### src/rtl/mole_game_pkg.sv
// Shared types, widths and the response-window helper for the whack-a-mole controller.
package mole_game_pkg;

    localparam int unsigned TIME_W  = 16;
    localparam int unsigned LVL_W   = 3;
    localparam int unsigned LIVES_W = 3;

    localparam logic [LVL_W-1:0] MAX_LEVEL = 3'd7;

    typedef enum logic [1:0] {
        StIdle,
        StPlay,
        StPause,
        StOver
    } game_state_e;

    // Response window for a level; any underflow below the floor clamps to the floor.
    function automatic logic [TIME_W-1:0] calc_window(input logic [LVL_W-1:0] lvl,
                                                      input int unsigned  t_init,
                                                      input int unsigned  t_step,
                                                      input int unsigned  t_min);
        int unsigned dec;
        dec = 32'(lvl) * t_step;
        if (dec >= t_init || (t_init - dec) < t_min) begin
            return TIME_W'(t_min);
        end
        return TIME_W'(t_init - dec);
    endfunction

endpackage

### src/rtl/mole_game_controller_if.sv
// Event inputs and display/status outputs of the game controller.
interface mole_game_controller_if;
    import mole_game_pkg::*;

    logic               start;
    logic               pause;
    logic               guess_correct;
    logic               guess_wrong;
    logic               playing;
    logic               paused;
    logic               game_over;
    logic               mole_timeout;
    logic [LIVES_W-1:0] lives;
    logic [LVL_W-1:0]   level;
    logic [TIME_W-1:0]  time_left;

    modport slave (
        input  start, pause, guess_correct, guess_wrong,
        output playing, paused, game_over, mole_timeout, lives, level, time_left
    );

    modport master (
        output start, pause, guess_correct, guess_wrong,
        input  playing, paused, game_over, mole_timeout, lives, level, time_left
    );

endinterface

### src/rtl/ms_tick_gen.sv
// Millisecond prescaler: counts while enabled, one-cycle tick at terminal count.
module ms_tick_gen #(
    parameter int unsigned TICK_DIV = 100000
) (
    input  logic clk,
    input  logic rst_n,
    input  logic en_i,
    input  logic clr_i,
    output logic tick_o
);

    localparam int unsigned     CntW   = (TICK_DIV > 1) ? $clog2(TICK_DIV) : 1;
    localparam logic [CntW-1:0] CntMax = CntW'(TICK_DIV - 1);

    logic [CntW-1:0] cnt_q, cnt_d;

    always_comb begin
        cnt_d  = cnt_q;
        tick_o = 1'b0;
        if (en_i) begin
            if (cnt_q == CntMax) begin
                tick_o = 1'b1;
                cnt_d  = '0;
            end else begin
                cnt_d = cnt_q + CntW'(1);
            end
        end
        // Clear wins so a reload always starts a full millisecond.
        if (clr_i) begin
            cnt_d = '0;
        end
    end

    always_ff @(posedge clk or negedge rst_n) begin
        if (!rst_n) begin
            cnt_q <= '0;
        end else begin
            cnt_q <= cnt_d;
        end
    end

endmodule

### src/rtl/mole_game_controller.sv
// Game-session FSM: per-mole response timer, lives and level tracking, timeout pulse.
module mole_game_controller
    import mole_game_pkg::*;
#(
    parameter int unsigned TICK_DIV       = 100000,
    parameter int unsigned MOLE_TIME_INIT = 1500,
    parameter int unsigned MOLE_TIME_STEP = 100,
    parameter int unsigned MOLE_TIME_MIN  = 400,
    parameter int unsigned LIVES_INIT     = 3,
    parameter int unsigned HITS_PER_LEVEL = 5
) (
    input logic                   clk,
    input logic                   rst_n,
    mole_game_controller_if.slave bus
);

    localparam int unsigned        HitW      = $clog2(HITS_PER_LEVEL + 1);
    localparam logic [HitW-1:0]    HitsMax   = HitW'(HITS_PER_LEVEL);
    localparam logic [LIVES_W-1:0] LivesInit = LIVES_W'(LIVES_INIT);

    game_state_e        state_q, state_d;
    logic [LIVES_W-1:0] lives_q, lives_d;
    logic [LVL_W-1:0]   level_q, level_d;
    logic [TIME_W-1:0]  time_q, time_d;
    logic [HitW-1:0]    hits_q, hits_d;
    logic               timeout_q, timeout_d;
    logic               playing_q, paused_q, over_q;
    logic               tick, presc_en, presc_clr;
    logic               lose_life, reload;

    assign presc_en = (state_q == StPlay);

    ms_tick_gen #(
        .TICK_DIV(TICK_DIV)
    ) u_tick (
        .clk   (clk),
        .rst_n (rst_n),
        .en_i  (presc_en),
        .clr_i (presc_clr),
        .tick_o(tick)
    );

    always_comb begin
        state_d   = state_q;
        lives_d   = lives_q;
        level_d   = level_q;
        time_d    = time_q;
        hits_d    = hits_q;
        timeout_d = 1'b0;
        presc_clr = 1'b0;
        lose_life = 1'b0;
        reload    = 1'b0;

        unique case (state_q)
            StIdle, StOver: begin
                if (bus.start) begin
                    state_d   = StPlay;
                    lives_d   = LivesInit;
                    level_d   = '0;
                    hits_d    = '0;
                    time_d    = calc_window(LVL_W'(0), MOLE_TIME_INIT, MOLE_TIME_STEP,
                                            MOLE_TIME_MIN);
                    presc_clr = 1'b1;
                end
            end
            StPlay: begin
                if (bus.guess_correct) begin
                    reload = 1'b1;
                    if (hits_q + HitW'(1) == HitsMax) begin
                        hits_d = '0;
                        if (level_q != MAX_LEVEL) begin
                            level_d = level_q + LVL_W'(1);
                        end
                    end else begin
                        hits_d = hits_q + HitW'(1);
                    end
                end else if (bus.guess_wrong) begin
                    lose_life = 1'b1;
                end else if (tick) begin
                    if (time_q == TIME_W'(1)) begin
                        timeout_d = 1'b1;
                        time_d    = '0;
                        lose_life = 1'b1;
                    end else begin
                        time_d = time_q - TIME_W'(1);
                    end
                end

                // Last life lost: freeze the display values instead of reloading.
                if (lose_life) begin
                    if (lives_q <= LIVES_W'(1)) begin
                        lives_d = '0;
                        state_d = StOver;
                    end else begin
                        lives_d = lives_q - LIVES_W'(1);
                        reload  = 1'b1;
                    end
                end

                if (reload) begin
                    time_d    = calc_window(level_d, MOLE_TIME_INIT, MOLE_TIME_STEP,
                                            MOLE_TIME_MIN);
                    presc_clr = 1'b1;
                end

                if (bus.pause && state_d == StPlay) begin
                    state_d = StPause;
                end
            end
            StPause: begin
                if (bus.start) begin
                    state_d = StIdle;
                end else if (bus.pause) begin
                    state_d = StPlay;
                end
            end
            default: state_d = StIdle;
        endcase
    end

    always_ff @(posedge clk or negedge rst_n) begin
        if (!rst_n) begin
            state_q   <= StIdle;
            lives_q   <= '0;
            level_q   <= '0;
            time_q    <= '0;
            hits_q    <= '0;
            timeout_q <= 1'b0;
            playing_q <= 1'b0;
            paused_q  <= 1'b0;
            over_q    <= 1'b0;
        end else begin
            state_q   <= state_d;
            lives_q   <= lives_d;
            level_q   <= level_d;
            time_q    <= time_d;
            hits_q    <= hits_d;
            timeout_q <= timeout_d;
            playing_q <= (state_d == StPlay);
            paused_q  <= (state_d == StPause);
            over_q    <= (state_d == StOver);
        end
    end

    assign bus.playing      = playing_q;
    assign bus.paused       = paused_q;
    assign bus.game_over    = over_q;
    assign bus.mole_timeout = timeout_q;
    assign bus.lives        = lives_q;
    assign bus.level        = level_q;
    assign bus.time_left    = time_q;

endmodule

### src/flat_wrapper.sv
// flat-port wrapper written by rule: the top's interface ports become plain ports
module mole_game_controller_flat import mole_game_pkg::*;
#(
    parameter int unsigned TICK_DIV       = 100000,
    parameter int unsigned MOLE_TIME_INIT = 1500,
    parameter int unsigned MOLE_TIME_STEP = 100,
    parameter int unsigned MOLE_TIME_MIN  = 400,
    parameter int unsigned LIVES_INIT     = 3,
    parameter int unsigned HITS_PER_LEVEL = 5
)
  (clk, rst_n, bus_start, bus_pause, bus_guess_correct, bus_guess_wrong, bus_playing, bus_paused, bus_game_over, bus_mole_timeout, bus_lives, bus_level, bus_time_left);
  mole_game_controller_if bus_i ();
  input logic clk;
  input logic rst_n;
  input wire logic [$bits(bus_i.start)-1:0] bus_start;
  input wire logic [$bits(bus_i.pause)-1:0] bus_pause;
  input wire logic [$bits(bus_i.guess_correct)-1:0] bus_guess_correct;
  input wire logic [$bits(bus_i.guess_wrong)-1:0] bus_guess_wrong;
  output wire logic [$bits(bus_i.playing)-1:0] bus_playing;
  output wire logic [$bits(bus_i.paused)-1:0] bus_paused;
  output wire logic [$bits(bus_i.game_over)-1:0] bus_game_over;
  output wire logic [$bits(bus_i.mole_timeout)-1:0] bus_mole_timeout;
  output wire logic [$bits(bus_i.lives)-1:0] bus_lives;
  output wire logic [$bits(bus_i.level)-1:0] bus_level;
  output wire logic [$bits(bus_i.time_left)-1:0] bus_time_left;
  assign bus_i.start = bus_start;
  assign bus_i.pause = bus_pause;
  assign bus_i.guess_correct = bus_guess_correct;
  assign bus_i.guess_wrong = bus_guess_wrong;
  assign bus_playing = bus_i.playing;
  assign bus_paused = bus_i.paused;
  assign bus_game_over = bus_i.game_over;
  assign bus_mole_timeout = bus_i.mole_timeout;
  assign bus_lives = bus_i.lives;
  assign bus_level = bus_i.level;
  assign bus_time_left = bus_i.time_left;
  mole_game_controller #(.TICK_DIV(TICK_DIV), .MOLE_TIME_INIT(MOLE_TIME_INIT), .MOLE_TIME_STEP(MOLE_TIME_STEP), .MOLE_TIME_MIN(MOLE_TIME_MIN), .LIVES_INIT(LIVES_INIT), .HITS_PER_LEVEL(HITS_PER_LEVEL)) u_core (.clk(clk), .rst_n(rst_n), .bus(bus_i));
endmodule
### config.mk
export PLATFORM = sky130hd
export DESIGN_NAME = mole_game_controller_flat
export DESIGN_NICKNAME = d
export VERILOG_FILES = /design/src/rtl/mole_game_pkg.sv /design/src/rtl/mole_game_controller_if.sv /design/src/rtl/ms_tick_gen.sv /design/src/rtl/mole_game_controller.sv /design/src/flat_wrapper.sv
export SDC_FILE = /design/constraint.sdc
export NUM_CORES = 1
export LEC_CHECK = 0
export CORE_MARGIN = 2
export CORE_UTILIZATION = 42
export CTS_CLUSTER_SIZE = 40
export DETAILED_ROUTE_END_ITERATION = 16
export SLEW_MARGIN = 0
export SYNTH_ARGS = -nofsm -noshare
export SYNTH_HDL_FRONTEND = slang
export SYNTH_SLANG_ARGS = --single-unit
### constraint.sdc
create_clock -name clk -period 3.3 [get_ports clk]
set_input_delay 0.33 -clock clk [delete_from_list [all_inputs] [get_ports clk]]
set_output_delay 0.33 -clock clk [all_outputs]
set_load 0.02 [all_outputs]
==> results of run 1 <==
[cell usage after synthesis (3+ instances only)]
cell type	instances
nand3_1	11
a22o_1	4
ha_1	15
clkbuf_1	7
o2111ai_1	4
nand2_1	27
o211ai_1	5
a21o_1	6
or3_1	6
xnor2_1	7
nor4_1	7
a21oi_1	19
dfrtp_1	48
nor3_1	8
mux2i_1	3
inv_1	17
a31oi_1	3
xor2_1	6
nor2b_1	7
or4_1	4
nor3b_1	4
nor2_1	37
nand4_1	13
buf_2	5
o21ai_0	25
and2_1	3
a41oi_1	3
or2_2	4
o31ai_1	10
o21a_1	3
and3_1	3
nand2b_1	5
and4_1	4
[metrics by stage]
step | instances | hold WS [ns] | instance area [µm²] | utilization (%)
final | 526 | 0.0963 | 3990 | 51.6
after global routing | 526 | 0.164 | 3990 | 51.6
after CTS | 526 | 0.134 | 3930 | 50.9
after detailed placement | 518 | 0.465 | 3850 | 49.8
after global placement | 518 | 0.467 | 3850 | 49.8
after floorplan | 380 | 0.0344 | 3340 | -
[timing repair]
| item | 4_1_cts | 5_1_grt |
|---|---|---|
| setup buffers | 0 | 0 |
| endpoints found under the setup margin | 0 | 3 |
| resized for setup | 0 | 9 |
[cells by family (layout without fill, tap and decap cells)]
family	after synthesis	after routing
buf+inv	31	75
xor+xnor	13	13
compound gates	112	112
flops	48	48
mux	3	3
fa+ha+maj	15	15
simple gates	158	158
[routing by layer]
layer	vias to the layer above	wire, µm	GRT usage (%)
met5	-	0	0
met4	0	132	5.15
met3	13	401	3.38
met2	84	4260	34.7
met1	1559	4220	30.3
li1	1527	-	-
[worst paths after layout]
kind	cells after the start	from	slack, ns	end
worst min register to register	1	u_core.bus.time_left[15]$_DFFE_PN0P_	0.52	u_core.bus.time_left[15]$_DFFE_PN0P_
worst max register to register	13	u_core.bus.level[1]$_DFFE_PN0P_	0.11	u_core.bus.time_left[9]$_DFFE_PN0P_
max in group asynchronous	2	rst_n	2.47	u_core.bus.time_left[4]$_DFFE_PN0P_
worst min-delay path	1	rst_n	0.1	u_core.bus.time_left[8]$_DFFE_PN0P_
worst max-delay path	13	u_core.bus.level[1]$_DFFE_PN0P_	0.11	u_core.bus.time_left[9]$_DFFE_PN0P_
min in group clk	1	u_core.bus.time_left[15]$_DFFE_PN0P_	0.52	u_core.bus.time_left[15]$_DFFE_PN0P_
[flip-flops by register name, summed over array words and instances, names as in the netlist]
signal and flops:
u_core.bus.game_over 1, u_core.bus.level 3, u_core.bus.lives 3, u_core.bus.mole_timeout 1, u_core.bus.paused 1, u_core.bus.playing 1
u_core.bus.time_left 16, u_core.hits_q 3, u_core.state_q 2, u_core.u_tick.cnt_q 17
[placed cells by master (no fill, tap or decap), types with 3 or more instances in the layout]
| cell | Yosys | layout |
|---|---|---|
| clkbuf_8 | 0 | 5 |
| dfrtp_1 | 48 | 48 |
| nor2b_1 | 7 | 7 |
| nor3b_1 | 4 | 4 |
| xnor2_1 | 7 | 6 |
| a22o_1 | 4 | 4 |
| or3_1 | 6 | 6 |
| ha_1 | 15 | 12 |
| a21o_1 | 6 | 6 |
| or2_2 | 4 | 4 |
| nand4_1 | 13 | 13 |
| nand2_1 | 27 | 27 |
| inv_1 | 17 | 17 |
| a21oi_1 | 19 | 19 |
| mux2i_1 | 3 | 3 |
| nor3_1 | 8 | 8 |
| nand2b_1 | 5 | 5 |
| nor2_1 | 37 | 36 |
| nand3_1 | 11 | 11 |
| or4_1 | 4 | 4 |
| o31ai_1 | 10 | 9 |
| clkdlybuf4s50_1 | 0 | 30 |
| a41oi_1 | 3 | 3 |
| o2111ai_1 | 4 | 3 |
| o21ai_0 | 25 | 25 |
| xor2_1 | 6 | 5 |
| a31oi_1 | 3 | 3 |
| and2_1 | 3 | 3 |
| buf_4 | 0 | 18 |
| o211ai_1 | 5 | 5 |
| o21a_1 | 3 | 3 |
| nor4_1 | 7 | 7 |
| and4_1 | 4 | 4 |
| and3_1 | 3 | 3 |
[power groups by stage]
| stage | sequential, mW | clock, mW | combinational (mW) |
|---|---|---|---|
| global route | 0.857 | 0.386 | 1.68 |
| detailed placement | 0.847 | 0 | 1.49 |
| global placement | 0.843 | 0 | 1.48 |
| floorplan | 0.901 | 0 | 0.923 |
| CTS | 0.836 | 0.362 | 1.49 |
| finish | 0.838 | 0.352 | 1.51 |
[critical path: cells and delay by family (launching register included)]
family                     cells  cell delay [ns]
AOI/OAI and AO/OA              6             1.04
adders and majority gates      4             0.84
buffers and inverters          1             0.14
DFF                            1             0.46
and+or+nand+nor                2             0.56
[area by class of cell]
cell class / count / share of cell area, %
multi-input cells: 301 / 51.8
flip-flops and latches: 48 / 30.1
repair buffers: 49 / 11.0
well taps: 102 / 3.20
clock buffers: 7 / 1.91
inverters: 18 / 1.69
clock inverters: 1 / 0.220
==> results.yml, run 1 <==
timing:
  setup_viol: 0
  worst_pin_slew_ns: 0.790
  max_slew_margin_pct: 47.3
  drv_slew: 0
  clock.fmax_ghz: 0.314
  hold_viol: 0
  period_minus_slack_ns: 3.19
  fin_crit_sh_pct: 96.6
  skew_ns: 0.0128
  setup_tns_ns: 0
  fin_ws_ns: 0.113
worst_setup_path:
  worst-setup-path-type: "flip-flop to flip-flop"
  cpMostUsedCell: "ha_1"
  critPathMaxFanout: 4
  crit_chain: "ha_1, a21bo_2, nor4_1, nor2_2, inv_1, ha_1, ha_1, ha_4, a311o_1, o211ai_1, o31ai_1, a21oi_1, o311ai_2"
  critPathLaunchType: "flip-flop"
  cp-end-kind: "flip-flop"
  cp.required_ns: 3.47
  cpPeakStageDelay_ns: 0.46
  critPathArrivalTime_ns: 3.35
  cp_slowest_cell: "dfrtp_1"
die:
  row_count: 32
  io_pins: 32
  start_util_pct: 43.2
  die_y_um: 93.1
  dieArea_mm2: 0.00867
  die_w_um: 93.1
  core_area_mm2: 0.00773
layout:
  fin_nets: 444
  area_growth_pct: 19.6
  n_antenna_cell: 0
  drive_above_1_share_pct: 11.1
  regArea_mm2: 0.00120
  multiInputGateArea_mm2: 0.00207
  fill_cells: 737
placement:
  gp_congestion: 0.883
  dp_slack_ns: -0.0309
  port_buffers: 31
  dp_hpwl_mm: 6.52
power_and_ir_drop:
  pwr-share-seq_pct: 31.0
  leakage_nw: 1.60
  power_frac_clock_pct: 13.0
  combPwrFrac_pct: 56.0
  power_switching_mw: 1.28
  power_mw: 2.70
  power.density_mw_per_mm2: 678
  vdd_drop_max_mv: 0.402
  p_sw_share_pct: 47.3
  intPower_mw: 1.43
logic_synthesis:
  synth_seq_cells: 48
  synth-seq-area-share_pct: 36.0
  muxShareOfSynthArea_pct: 0.900
  synth-main-ff-cell: "dfrtp_1"
  synth_area_mm2: 0.00334
  yosysUniqueCellTypes: 71
  yosys.area_share.adder_pct: 5.63
  synth_top_cell_by_area: "dfrtp_1"
  postSynthAreaPerCell_um2: 8.78
  netlist.area_leader.share_pct: 36.0
  synthTopCellsByArea: "dfrtp_1 (36%), ha_1 (5.6%), nor2_1 (4.2%)"
  synth_xor_area_share_pct: 3.41
  yosysWarningCount: 0
  async_flop_share_pct: 100
  synth_top_family_by_area: "simple AND/OR/NAND/NOR gates"
  synth_edf_count: 0
  syn_nets: 401
  synthCells: 380
  synth-compound-area-share_pct: 23.6
  synth-simple-area-share_pct: 26.8
detailed_routing:
  first_pass_iters: 5
  antenna_left: 0
  drc: 0
  routedWlPerCell_um: 17.1
  vias: 3183
  drt_first_iter_violations: 157
  viasPerCell: 6.05
  wl_mm: 9.01
cts:
  insertion_delay_ns: 0.30
  path_clk_slew_ns: 0.09
  cts_buffer_depth: 2
  cts_hold_buf: 0
  cts_buffers: 5
  cts_tree: "built"
  cts.htree.levels: 2
  clock_sinks: 48
  cts_root_buf: "clkbuf_8"
grt:
  grt_pass1_vias: 3028
  grt_use_total_pct: 21.5
  grt_overflow: 0
  grt_max_degree: 35
  grt_pass1_wl_mm: 15.1
  antenna_found_initial: 0
run_status:
  status: "complete, no violations"
worst_hold_path:
  hp-class: "primary input to asynchronous set/reset pin"
job:
  maxCapViolCount: 0
(Power assumes the default switching activity.)
==> run 2, diff against run 1 <==
==> constraint.sdc (replaced) <==
create_clock -name clk -period 4.1 [get_ports clk]
set_input_delay 1.025 -clock clk [delete_from_list [all_inputs] [get_ports clk]]
set_output_delay 1.025 -clock clk [all_outputs]
set_load 0.02 [all_outputs]
==> results.yml, run 2 (synthesized netlist as in run 1, its figures left out) <==
run_status:
  status: "complete, no violations"
power_and_ir_drop:
  intPower_mw: 1.19
  leakage_nw: 1.60
  power_switching_mw: 1.01
  p_sw_share_pct: 46.0
  power_frac_clock_pct: 15.1
  pwr-share-seq_pct: 30.8
  power.density_mw_per_mm2: 562
  combPwrFrac_pct: 54.1
  vdd_drop_max_mv: 0.335
die:
  start_util_pct: 43.2
  dieArea_mm2: 0.00867
  core_area_mm2: 0.00773
  io_pins: 32
  die_w_um: 93.1
  die_y_um: 93.1
  row_count: 32
cts:
  clock_sinks: 48
  cts_root_buf: "clkbuf_8"
  cts_buffer_depth: 2
  cts_tree: "built"
  insertion_delay_ns: 0.30
  cts_resized: 0
  cts_buffers: 5
  cts_hold_buf: 0
  path_clk_slew_ns: 0.09
  cts.htree.levels: 2
  cts_setup_buffers: 0
worst_setup_path:
  critPathArrivalTime_ns: 3.87
  worst-path-buf-inv: 3
  crit_family: "compound AO/OA/AOI/OAI gates"
  cpMostUsedCell: "ha_1"
  critPathLaunchType: "primary input"
  critPathMaxFanout: 7
  cpPeakStageDelay_ns: 0.48
  cp.required_ns: 4.32
  crit_chain: "clkdlybuf4s50_1, clkinv_1, o31ai_1, and2_1, inv_1, ha_1, ha_1, ha_1, o2111ai_1, and3b_1, a211o_1, o211ai_1"
  cp-end-kind: "flip-flop"
  cp_slowest_cell: "clkdlybuf4s50_1"
  worst-setup-path-type: "primary input to flip-flop"
timing:
  setup_tns_ns: 0
  period_minus_slack_ns: 3.65
  rsz0062_at_grt: "false"
  fin_crit_sh_pct: 89.0
  setup_viol: 0
  fin_hold_ws_ns: 0.513
  drv_slew: 0
  skew_ns: 0.00520
  clock.fmax_ghz: 0.274
  worst_pin_slew_ns: 0.877
  hold_viol: 0
  max_slew_margin_pct: 41.0
detailed_routing:
  antenna_left: 0
  wl_mm: 8.76
  routedWlPerCell_um: 16.8
  viasPerCell: 6.08
  first_pass_iters: 5
  vias: 3166
  drt_first_iter_violations: 150
  drc: 0
layout:
  drive_above_1_share_pct: 8.59
  n_antenna_cell: 0
  mostFrequentLayoutCell: "dfrtp_1"
  area_growth_pct: 17.7
  largest_register_ffs: 17
  most-common-layout-cells: "dfrtp_1 (48), nor2_1 (37), clkdlybuf4s50_1 (30)"
  finalCoreUtilization_pct: 50.8
  fin_nets: 441
  largest-register: "u_core.u_tick.cnt_q"
grt:
  grt_pass1_vias: 3001
  grt_max_degree: 32
  grt_overflow: 0
  grt_pass1_wl_mm: 14.9
  grt_use_total_pct: 21.5
  antenna_found_initial: 0
worst_hold_path:
  hp-class: "flip-flop to flip-flop"
placement:
  gp_congestion: 0.896
  port_buffers: 31
  dp_hpwl_mm: 6.50
job:
  maxCapViolCount: 0
## run 2: cell count changes in the layout (fill, tap and decap cells not counted), moves of 2 or more
cell      previous run  this run
clkbuf_1             2         0
ha_1                12        15
buf_4               18        15
ha_2                 2         0
## run 2: layout make-up
type	instances	area [µm²]
Tap cell	102	128
Fill cell	765	3800
Timing Repair Buffer	46	418
Sequential cell	48	1200
Multi-Input combinational cell	301	2010
Clock inverter	1	30.0
Inverter	18	67.6
Clock buffer	5	68.8
## run 2: through the flow
step	setup slack (ns)	cell area [µm²]	total power, mW	cells
floorplan	0.454	3340	1.47	380
global placement	0.181	3830	1.87	515
detailed placement	0.148	3830	1.87	515
CTS	0.451	3930	2.22	521
global route	0.250	3930	2.38	521
finish	0.452	3930	2.20	521
## run 2: power groups by stage
stage / logic [mW] / registers (mW) / clock network (mW)
floorplan: 0.743 / 0.725 / 0
detailed placement: 1.19 / 0.686 / 0
CTS: 1.19 / 0.676 / 0.347
global route: 1.33 / 0.693 / 0.362
finish: 1.19 / 0.679 / 0.332
global placement: 1.19 / 0.684 / 0
## run 2: final timing paths
check	start	endpoint	slack [ns]	cells after the start
worst min-delay path	u_core.bus.time_left[15]$_DFFE_PN0P_	u_core.bus.time_left[15]$_DFFE_PN0P_	0.51	1
min in group asynchronous	rst_n	u_core.bus.time_left[1]$_DFFE_PN0P_	0.73	1
worst min register to register	u_core.bus.time_left[15]$_DFFE_PN0P_	u_core.bus.time_left[15]$_DFFE_PN0P_	0.51	1
max in group asynchronous	rst_n	u_core.bus.time_left[10]$_DFFE_PN0P_	2.60	2
worst max-delay path	bus_guess_correct	u_core.bus.time_left[5]$_DFFE_PN0P_	0.45	12
worst max register to register	u_core.bus.level[0]$_DFFE_PN0P_	u_core.bus.time_left[5]$_DFFE_PN0P_	0.80	12
## run 2: layer usage
metal	vias up	global-route usage (%)	routed length [µm]
met1	1566	30.1	4200
met2	72	34.9	4120
met4	0	5.51	96
li1	1520	-	-
met3	8	3.22	341
met5	-	0	0
## run 2: worst register-to-register path, stage by stage, from the launching register on
cell       delay (ns)
dfrtp_1          0.48
ha_1             0.27
a21bo_2          0.25
o31ai_1          0.26
and2_1           0.19
inv_1            0.06
ha_1             0.27
ha_1             0.20
ha_1             0.36
o2111ai_1        0.21
and3b_1          0.24
a211o_1          0.28
o211ai_1         0.15
==> run 3, diff against run 2 <==
- CTS_CLUSTER_DIAMETER: unset -> 80
- GPL_TIMING_DRIVEN: unset -> 1
- PLACE_DENSITY: unset -> 0.61
==> results.yml, run 3 (synthesized netlist as in run 1, its figures left out) <==
cts:
  cts_hold_buf: 0
  cts_setup_buffers: 0
  cts_tree: "built"
  clock_sinks: 48
  path_clk_slew_ns: 0.09
  cts.htree.levels: 2
  cts_buffer_depth: 2
  cts_buffers: 5
  insertion_delay_ns: 0.30
  cts_resized: 0
  cts_root_buf: "clkbuf_8"
detailed_routing:
  first_pass_iters: 4
  viasPerCell: 5.99
  route.met2.wl_mm: 4.02
  drt_first_iter_violations: 156
  wl_mm: 8.81
  wl_met1_mm: 4.33
  vias: 3107
  antenna_left: 0
  routed.top_layer: "met4"
  drc: 0
  routedWlPerCell_um: 17.0
  wl_met3_um: 316
die:
  row_count: 32
  start_util_pct: 43.2
  die_w_um: 93.1
  core_area_mm2: 0.00773
  dieArea_mm2: 0.00867
  io_pins: 32
  die_y_um: 93.1
worst_setup_path:
  cp-startpoint: "bus_guess_correct"
  cp.required_ns: 4.32
  critPathLaunchType: "primary input"
  cp-end-kind: "flip-flop"
  cpMostUsedCell: "ha_1"
  timing.reg2reg.setup_slack_ns: 0.84
  ff2ff_path_depth: 12
  cp_slowest_cell: "clkdlybuf4s50_1"
  setup.worst_path.end: "u_core.bus.time_left[5]$_DFFE_PN0P_"
  worst-setup-path-type: "primary input to flip-flop"
  crit_chain: "clkdlybuf4s50_1, clkinv_1, o31ai_1, and2_1, inv_1, ha_1, ha_1, ha_1, o2111ai_1, and3b_1, a211o_1, o211ai_1"
  critPathArrivalTime_ns: 3.95
  critPathMaxFanout: 7
  regToRegEndpoint: "u_core.bus.time_left[5]$_DFFE_PN0P_"
  reg2reg_from: "u_core.bus.level[0]$_DFFE_PN0P_"
  cpPeakStageDelay_ns: 0.51
power_and_ir_drop:
  leakage_nw: 1.59
  power.density_mw_per_mm2: 564
  vdd_drop_max_mv: 0.295
grt:
  grt_pass1_wl_mm: 14.8
  grt_max_degree: 33
  antenna_found_initial: 0
  grt_pass1_vias: 3003
  grt_use_total_pct: 21.2
  grt_overflow: 0
layout:
  layoutNonFillerInstCount: 519
  regArea_mm2: 0.00120
  largest-register: "u_core.u_tick.cnt_q"
  mostFrequentLayoutCell: "dfrtp_1"
  area_growth_pct: 17.2
  drive_above_1_share_pct: 8.15
  fill_cells: 749
  most-common-layout-cells: "dfrtp_1 (48), nor2_1 (37), clkdlybuf4s50_1 (30)"
  n_antenna_cell: 0
  multiInputGateArea_mm2: 0.00201
  fin_area_mm2: 0.00391
  largest_register_ffs: 17
  fin_nets: 439
timing:
  clock.fmax_ghz: 0.268
  worst_pin_slew_ns: 0.909
  setup_viol: 0
  hold_viol: 0
  fin_crit_sh_pct: 90.9
  setup_tns_ns: 0
  period_minus_slack_ns: 3.73
  drv_slew: 0
  rsz0062_at_grt: "false"
  skew_ns: 0.00563
  max_slew_margin_pct: 38.8
run_status:
  status: "complete, no violations"
worst_hold_path:
  hp-class: "flip-flop to flip-flop"
  hold-path-cell-count: 1
placement:
  placed_cell_area_mm2: 0.00381
  port_buffers: 31
  dp.cells: 513
  gp_congestion: 0.894
  dp_hpwl_mm: 6.52
job:
  maxCapViolCount: 0
[run 3: cell types whose count changed in the layout (fill, tap and decap cells not counted), sizes merged]
cell,before,now
buf,16,14
[run 3: final cells by class]
cell class,instances,area share (%)
Tap cell,102,3.26
Timing Repair Buffer,44,10.3
Multi-Input combinational cell,301,51.5
Inverter,18,1.73
Sequential cell,48,30.7
Clock buffer,5,1.76
Clock inverter,1,0.768
[run 3: power breakdown]
part	switching [mW]	internal, mW
sequential	0.116	0.563
clock	0.162	0.175
combinational	0.739	0.449
[run 3: critical path, delay by kind of cell]
kind	cells	cell delay, ns
AO/OA/AOI/OAI	4	0.94
adder cells (fa/ha/maj)	3	0.83
buffers and inverters	3	0.71
AND/OR/NAND/NOR	2	0.42
[run 3: per-stage QoR]
stage / power [mW] / hold WS (ns) / util [%] / setup WS [ns]
CTS: 2.21 / 0.519 / 50.6 / 0.392
floorplan: 1.47 / 0.475 / - / 0.454
global placement: 1.85 / 0.499 / 49.3 / 0.151
finish: 2.20 / 0.522 / 50.6 / 0.374
global route: 2.38 / 0.528 / 50.6 / 0.233
detailed placement: 1.87 / 0.507 / 49.3 / 0.0847
[run 3: routing by layer]
layer	global-route usage (%)	vias up
met2	33.9	62
met3	3.14	12
met1	30.2	1523
met4	5.39	0
li1	-	1510
met5	0	-
[run 3: worst min path at each step]
stage / endpoint / start / slack [ns]
after floorplan: u_core.hits_q[0]$_DFFE_PN0P_ / u_core.hits_q[0]$_DFFE_PN0P_ / 0.48
after global placement: u_core.bus.time_left[15]$_DFFE_PN0P_ / u_core.bus.time_left[15]$_DFFE_PN0P_ / 0.50
after detailed placement: u_core.bus.time_left[15]$_DFFE_PN0P_ / u_core.bus.time_left[15]$_DFFE_PN0P_ / 0.51
after CTS: u_core.bus.time_left[15]$_DFFE_PN0P_ / u_core.bus.time_left[15]$_DFFE_PN0P_ / 0.52
after global routing: u_core.bus.time_left[15]$_DFFE_PN0P_ / u_core.bus.time_left[15]$_DFFE_PN0P_ / 0.53
final: u_core.bus.time_left[15]$_DFFE_PN0P_ / u_core.bus.time_left[15]$_DFFE_PN0P_ / 0.52
